==> config.mk <==
export PLATFORM = sky130hd
export DESIGN_NAME = pipeline_ctrl
export DESIGN_NICKNAME = d
export VERILOG_FILES = /design/src/rtl/pipe_pkg.sv /design/src/rtl/sat_counter.sv /design/src/rtl/pipeline_ctrl.sv
export SDC_FILE = /design/constraint.sdc
export NUM_CORES = 1
export LEC_CHECK = 0
export ABC_AREA = 0
export CORE_MARGIN = 2
export CORE_UTILIZATION = 51
export CTS_CLUSTER_DIAMETER = 80
export DETAILED_ROUTE_END_ITERATION = 10
export PLACE_DENSITY = 0.89
export SYNTH_ARGS = -nofsm -noshare
export SYNTH_HDL_FRONTEND = slang
export SYNTH_SLANG_ARGS = --single-unit
==> constraint.sdc <==
create_clock -name clk -period 3.4 [get_ports clk]
set_input_delay 0.34 -clock clk [delete_from_list [all_inputs] [get_ports clk]]
set_output_delay 0.34 -clock clk [all_outputs]
set_load 0.1 [all_outputs]
==> src/rtl/pipe_pkg.sv <==
// Shared types and constants for the RV32I pipeline control slice.
// Holds the sequencer state encoding and the canonical NOP used for bubbles.
package pipe_pkg;

    typedef enum logic [1:0] {
        RUN   = 2'd0,
        DWAIT = 2'd1,
        ERR   = 2'd2
    } pctl_state_t;

    // addi x0, x0, 0
    localparam logic [31:0] NOP_INSTR = 32'h0000_0013;

endpackage

==> src/rtl/sat_counter.sv <==
// Saturating up-counter used for the stall and flush performance counters.
// Holds at all-ones instead of wrapping.
module sat_counter #(
    parameter int W = 32
) (
    input  logic         clk,
    input  logic         rst,
    input  logic         inc,
    output logic [W-1:0] count
);

    logic [W-1:0] count_r;

    // Count up on inc, stop at all-ones.
    always_ff @(posedge clk or posedge rst) begin
        if (rst) begin
            count_r <= {W{1'b0}};
        end else if (inc && (count_r != {W{1'b1}})) begin
            count_r <= count_r + W'(1);
        end
    end

    assign count = count_r;

endmodule

==> src/rtl/pipeline_ctrl.sv <==
// Stall/flush sequencer for the 5-stage RV32I pipeline: per-stage enables, bubble
// controls, dmem wait timeout and saturating stall/flush counters.
module pipeline_ctrl
    import pipe_pkg::*;
#(
    parameter int MEM_TIMEOUT = 16,
    parameter int CNT_W       = 32
) (
    input  logic             clk,
    input  logic             rst,
    input  logic             ld_stall,
    input  logic             redirect,
    input  logic             imem_ready,
    input  logic             dmem_req_M,
    input  logic             dmem_ready,
    output logic             en_F,
    output logic             en_D,
    output logic             en_E,
    output logic             en_M,
    output logic             en_W,
    output logic             flush_D,
    output logic             flush_E,
    output logic             mem_err,
    output logic [CNT_W-1:0] stall_cnt,
    output logic [CNT_W-1:0] flush_cnt
);

    localparam int WCW = $clog2(MEM_TIMEOUT) + 1;
    localparam logic [WCW-1:0] WAIT_LAST = WCW'(MEM_TIMEOUT - 1);

    pctl_state_t    state_r;
    logic           redir_pend_r;
    logic [WCW-1:0] wait_cnt_r;
    logic           mem_err_r;
    logic           dwait_s;
    logic           flush_inc_s;
    logic           stall_inc_s;

    assign dwait_s = dmem_req_M & ~dmem_ready;

    // Priority decode of enables and bubbles; a frozen stage never sees a flush.
    always_comb begin
        en_F        = 1'b0;
        en_D        = 1'b0;
        en_E        = 1'b0;
        en_M        = 1'b0;
        en_W        = 1'b0;
        flush_D     = 1'b0;
        flush_E     = 1'b0;
        flush_inc_s = 1'b0;
        if (rst) begin
            en_F = 1'b0;
        end else if (state_r == ERR) begin
            en_F = 1'b0;
        end else if (dwait_s) begin
            en_F = 1'b0;
        end else if (redirect || redir_pend_r) begin
            en_F        = 1'b1;
            en_D        = 1'b1;
            en_E        = 1'b1;
            en_M        = 1'b1;
            en_W        = 1'b1;
            flush_D     = 1'b1;
            flush_E     = 1'b1;
            flush_inc_s = 1'b1;
        end else if (ld_stall) begin
            en_E    = 1'b1;
            en_M    = 1'b1;
            en_W    = 1'b1;
            flush_E = 1'b1;
        end else if (!imem_ready) begin
            en_D    = 1'b1;
            en_E    = 1'b1;
            en_M    = 1'b1;
            en_W    = 1'b1;
            flush_D = 1'b1;
        end else begin
            en_F = 1'b1;
            en_D = 1'b1;
            en_E = 1'b1;
            en_M = 1'b1;
            en_W = 1'b1;
        end
    end

    // Sequencer state, dmem wait length and sticky timeout flag.
    always_ff @(posedge clk or posedge rst) begin
        if (rst) begin
            state_r    <= RUN;
            wait_cnt_r <= {WCW{1'b0}};
            mem_err_r  <= 1'b0;
        end else begin
            case (state_r)
                RUN: begin
                    if (dwait_s) begin
                        state_r    <= DWAIT;
                        wait_cnt_r <= WCW'(1);
                    end
                end
                DWAIT: begin
                    if (dwait_s) begin
                        if (wait_cnt_r == WAIT_LAST) begin
                            state_r   <= ERR;
                            mem_err_r <= 1'b1;
                        end else begin
                            wait_cnt_r <= wait_cnt_r + WCW'(1);
                        end
                    end else begin
                        // Covers both completion and a dropped request.
                        state_r    <= RUN;
                        wait_cnt_r <= {WCW{1'b0}};
                    end
                end
                ERR: begin
                    state_r <= ERR;
                end
                default: begin
                    state_r   <= ERR;
                    mem_err_r <= 1'b1;
                end
            endcase
        end
    end

    // Remember a redirect that arrived while frozen; one flag, not a count.
    always_ff @(posedge clk or posedge rst) begin
        if (rst) begin
            redir_pend_r <= 1'b0;
        end else if ((state_r != ERR) && dwait_s && redirect) begin
            redir_pend_r <= 1'b1;
        end else if (flush_inc_s) begin
            redir_pend_r <= 1'b0;
        end
    end

    assign mem_err     = mem_err_r;
    assign stall_inc_s = ~en_F;

    sat_counter #(.W(CNT_W)) u_stall_cnt (
        .clk   (clk),
        .rst   (rst),
        .inc   (stall_inc_s),
        .count (stall_cnt)
    );

    sat_counter #(.W(CNT_W)) u_flush_cnt (
        .clk   (clk),
        .rst   (rst),
        .inc   (flush_inc_s),
        .count (flush_cnt)
    );

endmodule

==> flow_metrics.py <==
metrics = {
    "sta": {
        "clock.fmax_ghz": 0.421,
        "fin_crit_ns": 2.38,
        "finalSetupViolations": 0,
        "final_hold_viol_count": 0,
        "tightest_slew_ns": 0.989,
        "tns_ns": 0,
        "finClkSkew_ns": 0.0133,
        "period_share": 0.699,
        "slew_headroom": 0.339,
        "drv_slew": 0,
        "rsz0062_at_grt": "false",
        "worst_hold_slack_ns": 0.467,
    },
    "yosys": {
        "synth_area_um2": 3670,
        "syn_avg_cell_area_um2": 10.2,
        "synthCells": 358,
        "ys_seq_area_frac": 0.498,
        "synth-seq-cells": 73,
        "synth_cell_types": 42,
        "synth-edff-count": 0,
        "syn_nets": 369,
        "yosysWarnings": 0,
        "synthFlopType": "dfrtp_1",
        "async_flop_share": 1.00,
    },
    "drt": {
        "via_per_inst": 5.80,
        "drtIter0Drc": 274,
        "num_vias": 3154,
        "wl_per_cell_um": 15.8,
        "ant_nets": 0,
        "routed_wl_um": 8610,
        "drcViolationCount": 0,
        "drtPass1Iterations": 6,
    },
    "cells_and_area": {
        "drive_gt1_frac": 0.0759,
        "regArea_um2": 1830,
        "instances_no_fill": 544,
        "multiInputGateArea_um2": 1770,
        "fin_nets": 454,
        "design_area_um2": 4780,
        "n_antenna_cell": 0,
        "final_common_cell": "dfrtp_1",
        "fillers": 510,
        "layout_common_cells": "dfrtp_1 (73), clkdlybuf4s50_1 (71), nand2_1 (37), xnor2_1 (36), nand3_1 (26)",
        "area_delta_synth_final_pct": 30.5,
    },
    "floorplanning": {
        "ios": 79,
        "initial_core_util": 0.534,
        "die_h_um": 88.8,
        "die_width_um": 88.8,
        "rows": 30,
        "coreArea_um2": 6870,
        "dieArea_um2": 7880,
    },
    "min_path": {
        "hold_depth": 1,
        "whs_endpoint": "mem_err",
        "min-delay-start": "mem_err",
        "hold_class": "flip-flop to flip-flop",
    },
    "global_route": {
        "grt_pass1_wl_um": 14400,
        "grt_use_total": 0.237,
        "grt_start_max_net_pins": 45,
        "gr-total-overflow": 0,
        "antenna_found_initial": 0,
        "grt_pass1_vias": 3106,
    },
    "setup_path": {
        "crit_type": "primary input to primary output",
        "cpLargestDelayFamily": "buffers and inverters",
        "rr_worst_depth": 6,
        "slowest_stage": "clkdlybuf4s50_1",
        "r2r_slack_ns": 1.07,
        "r2r_end": "u_stall_cnt.count[13]",
        "worst-path-max-fanout": 30,
        "cp-start-kind": "primary input",
        "reg2reg_from": "u_stall_cnt.count[0]",
        "cp-end-kind": "primary output",
        "path_cells": "clkdlybuf4s50_1, clkinvlp_4, buf_4, o2111ai_2, inv_1, buf_12",
        "critPathArrivalTime_ns": 2.04,
        "crit_required_ns": 3.06,
        "slowest_delay_ns": 0.54,
        "crit_buf_inv": 5,
    },
    "placed_design": {
        "dp.cells": 528,
        "hpwl_um": 6200,
        "placed_area_um2": 4550,
        "io_buffers": 78,
        "place.gp.congestion": 0.895,
    },
    "clocking": {
        "cts_num_sinks": 73,
        "cts_root_buffer": "clkbuf_8",
        "postCtsHoldBufs": 0,
        "numCtsBuffers": 9,
        "clkLatencyLatePin_ns": 0.36,
        "clock_path_buffers": 2,
        "cts_setup_buffers": 0,
        "post_cts_resized": 0,
        "clk_pin_slew_ns": 0.08,
        "cts_tree": "built",
        "htreeDepth": 3,
    },
    "run_status": {
        "status": "complete, no violations",
    },
    "power": {
        "leakage_nw": 2.04,
        "pwr_density_cell_nw_per_um2": 483,
        "p_total_mw": 2.31,
        "vdd_drop_max_uv": 660,
    },
    "job": {
        "timing.max_cap.violations": 0,
    },
}
final cells by class:
cell class	instances	area share
well taps	96	0.0251
clock inverters	4	0.0157
multi-input cells	267	0.369
flip-flops and latches	73	0.382
clock buffers	12	0.0324
inverters	12	0.0102
repair buffers	80	0.165
worst max path at each step:
stage,startpoint,to,cells past startpoint
2_1_floorplan,state_r[1],en_D,3
3_3_place_gp,rst,u_stall_cnt.count[30],7
3_5_place_dp,rst,u_stall_cnt.count[30],7
4_1_cts,rst,en_F,6
5_1_grt,u_flush_cnt.count[8],u_flush_cnt.count[27],5
6_report,rst,en_F,6
cells in the mapped netlist (3+ instances only):
library cell	n	area, um2
a21oi_1	6	30.0
xnor2_1	36	315
nand4_1	23	144
nand3_1	26	130
xor2_1	25	219
nand2_1	37	139
nor2_1	15	56.3
nor3_1	22	110
and3_1	7	43.8
nor4b_1	3	26.3
dfrtp_1	73	1830
o21ai_0	8	40.0
or3_1	3	18.8
nor2b_1	3	18.8
inv_1	12	45.0
nor4_1	13	81.3
ha_1	4	50.1
and4_1	12	105
registers in the layout (all words and copies together), names as in the netlist:
| name | flops |
|---|---|
| mem_err | 1 |
| u_stall_cnt.count | 32 |
| state_r | 2 |
| u_flush_cnt.count | 32 |
| wait_cnt_r | 5 |
| redir_pend_r | 1 |
per-layer routing:
| layer | wire length, um | GRT usage |
|---|---|---|
| met1 | 3710 | 0.311 |
| met2 | 4230 | 0.382 |
| met3 | 564 | 0.0606 |
| met4 | 114 | 0.0826 |
| met5 | 0 | 0 |
cell families (layout without fill, tap and decap cells):
| family | Yosys count | after routing | share of synthesized area |
|---|---|---|---|
| simple gates | 173 | 173 | 0.262 |
| flops | 73 | 73 | 0.498 |
| xor+xnor | 61 | 61 | 0.146 |
| compound gates | 28 | 28 | 0.0546 |
| buf+inv | 18 | 108 | 0.0229 |
| fa+ha+maj | 4 | 4 | 0.0137 |
| mux | 1 | 1 | 0.00307 |
per-stage QoR:
stage	worst slack, ns	utilization
3_3_place_gp	0.929	0.663
5_1_grt	0.777	0.696
2_1_floorplan	0.00286	-
3_5_place_dp	0.839	0.663
6_report	1.02	0.696
4_1_cts	0.989	0.696
where the power goes:
part,switching [mW],internal (mW)
Clock,0.324,0.453
Combinational,0.411,0.132
Sequential,0.0754,0.912
Total,0.810,1.50
No activity file was read; power rests on OpenSTA's default activity.
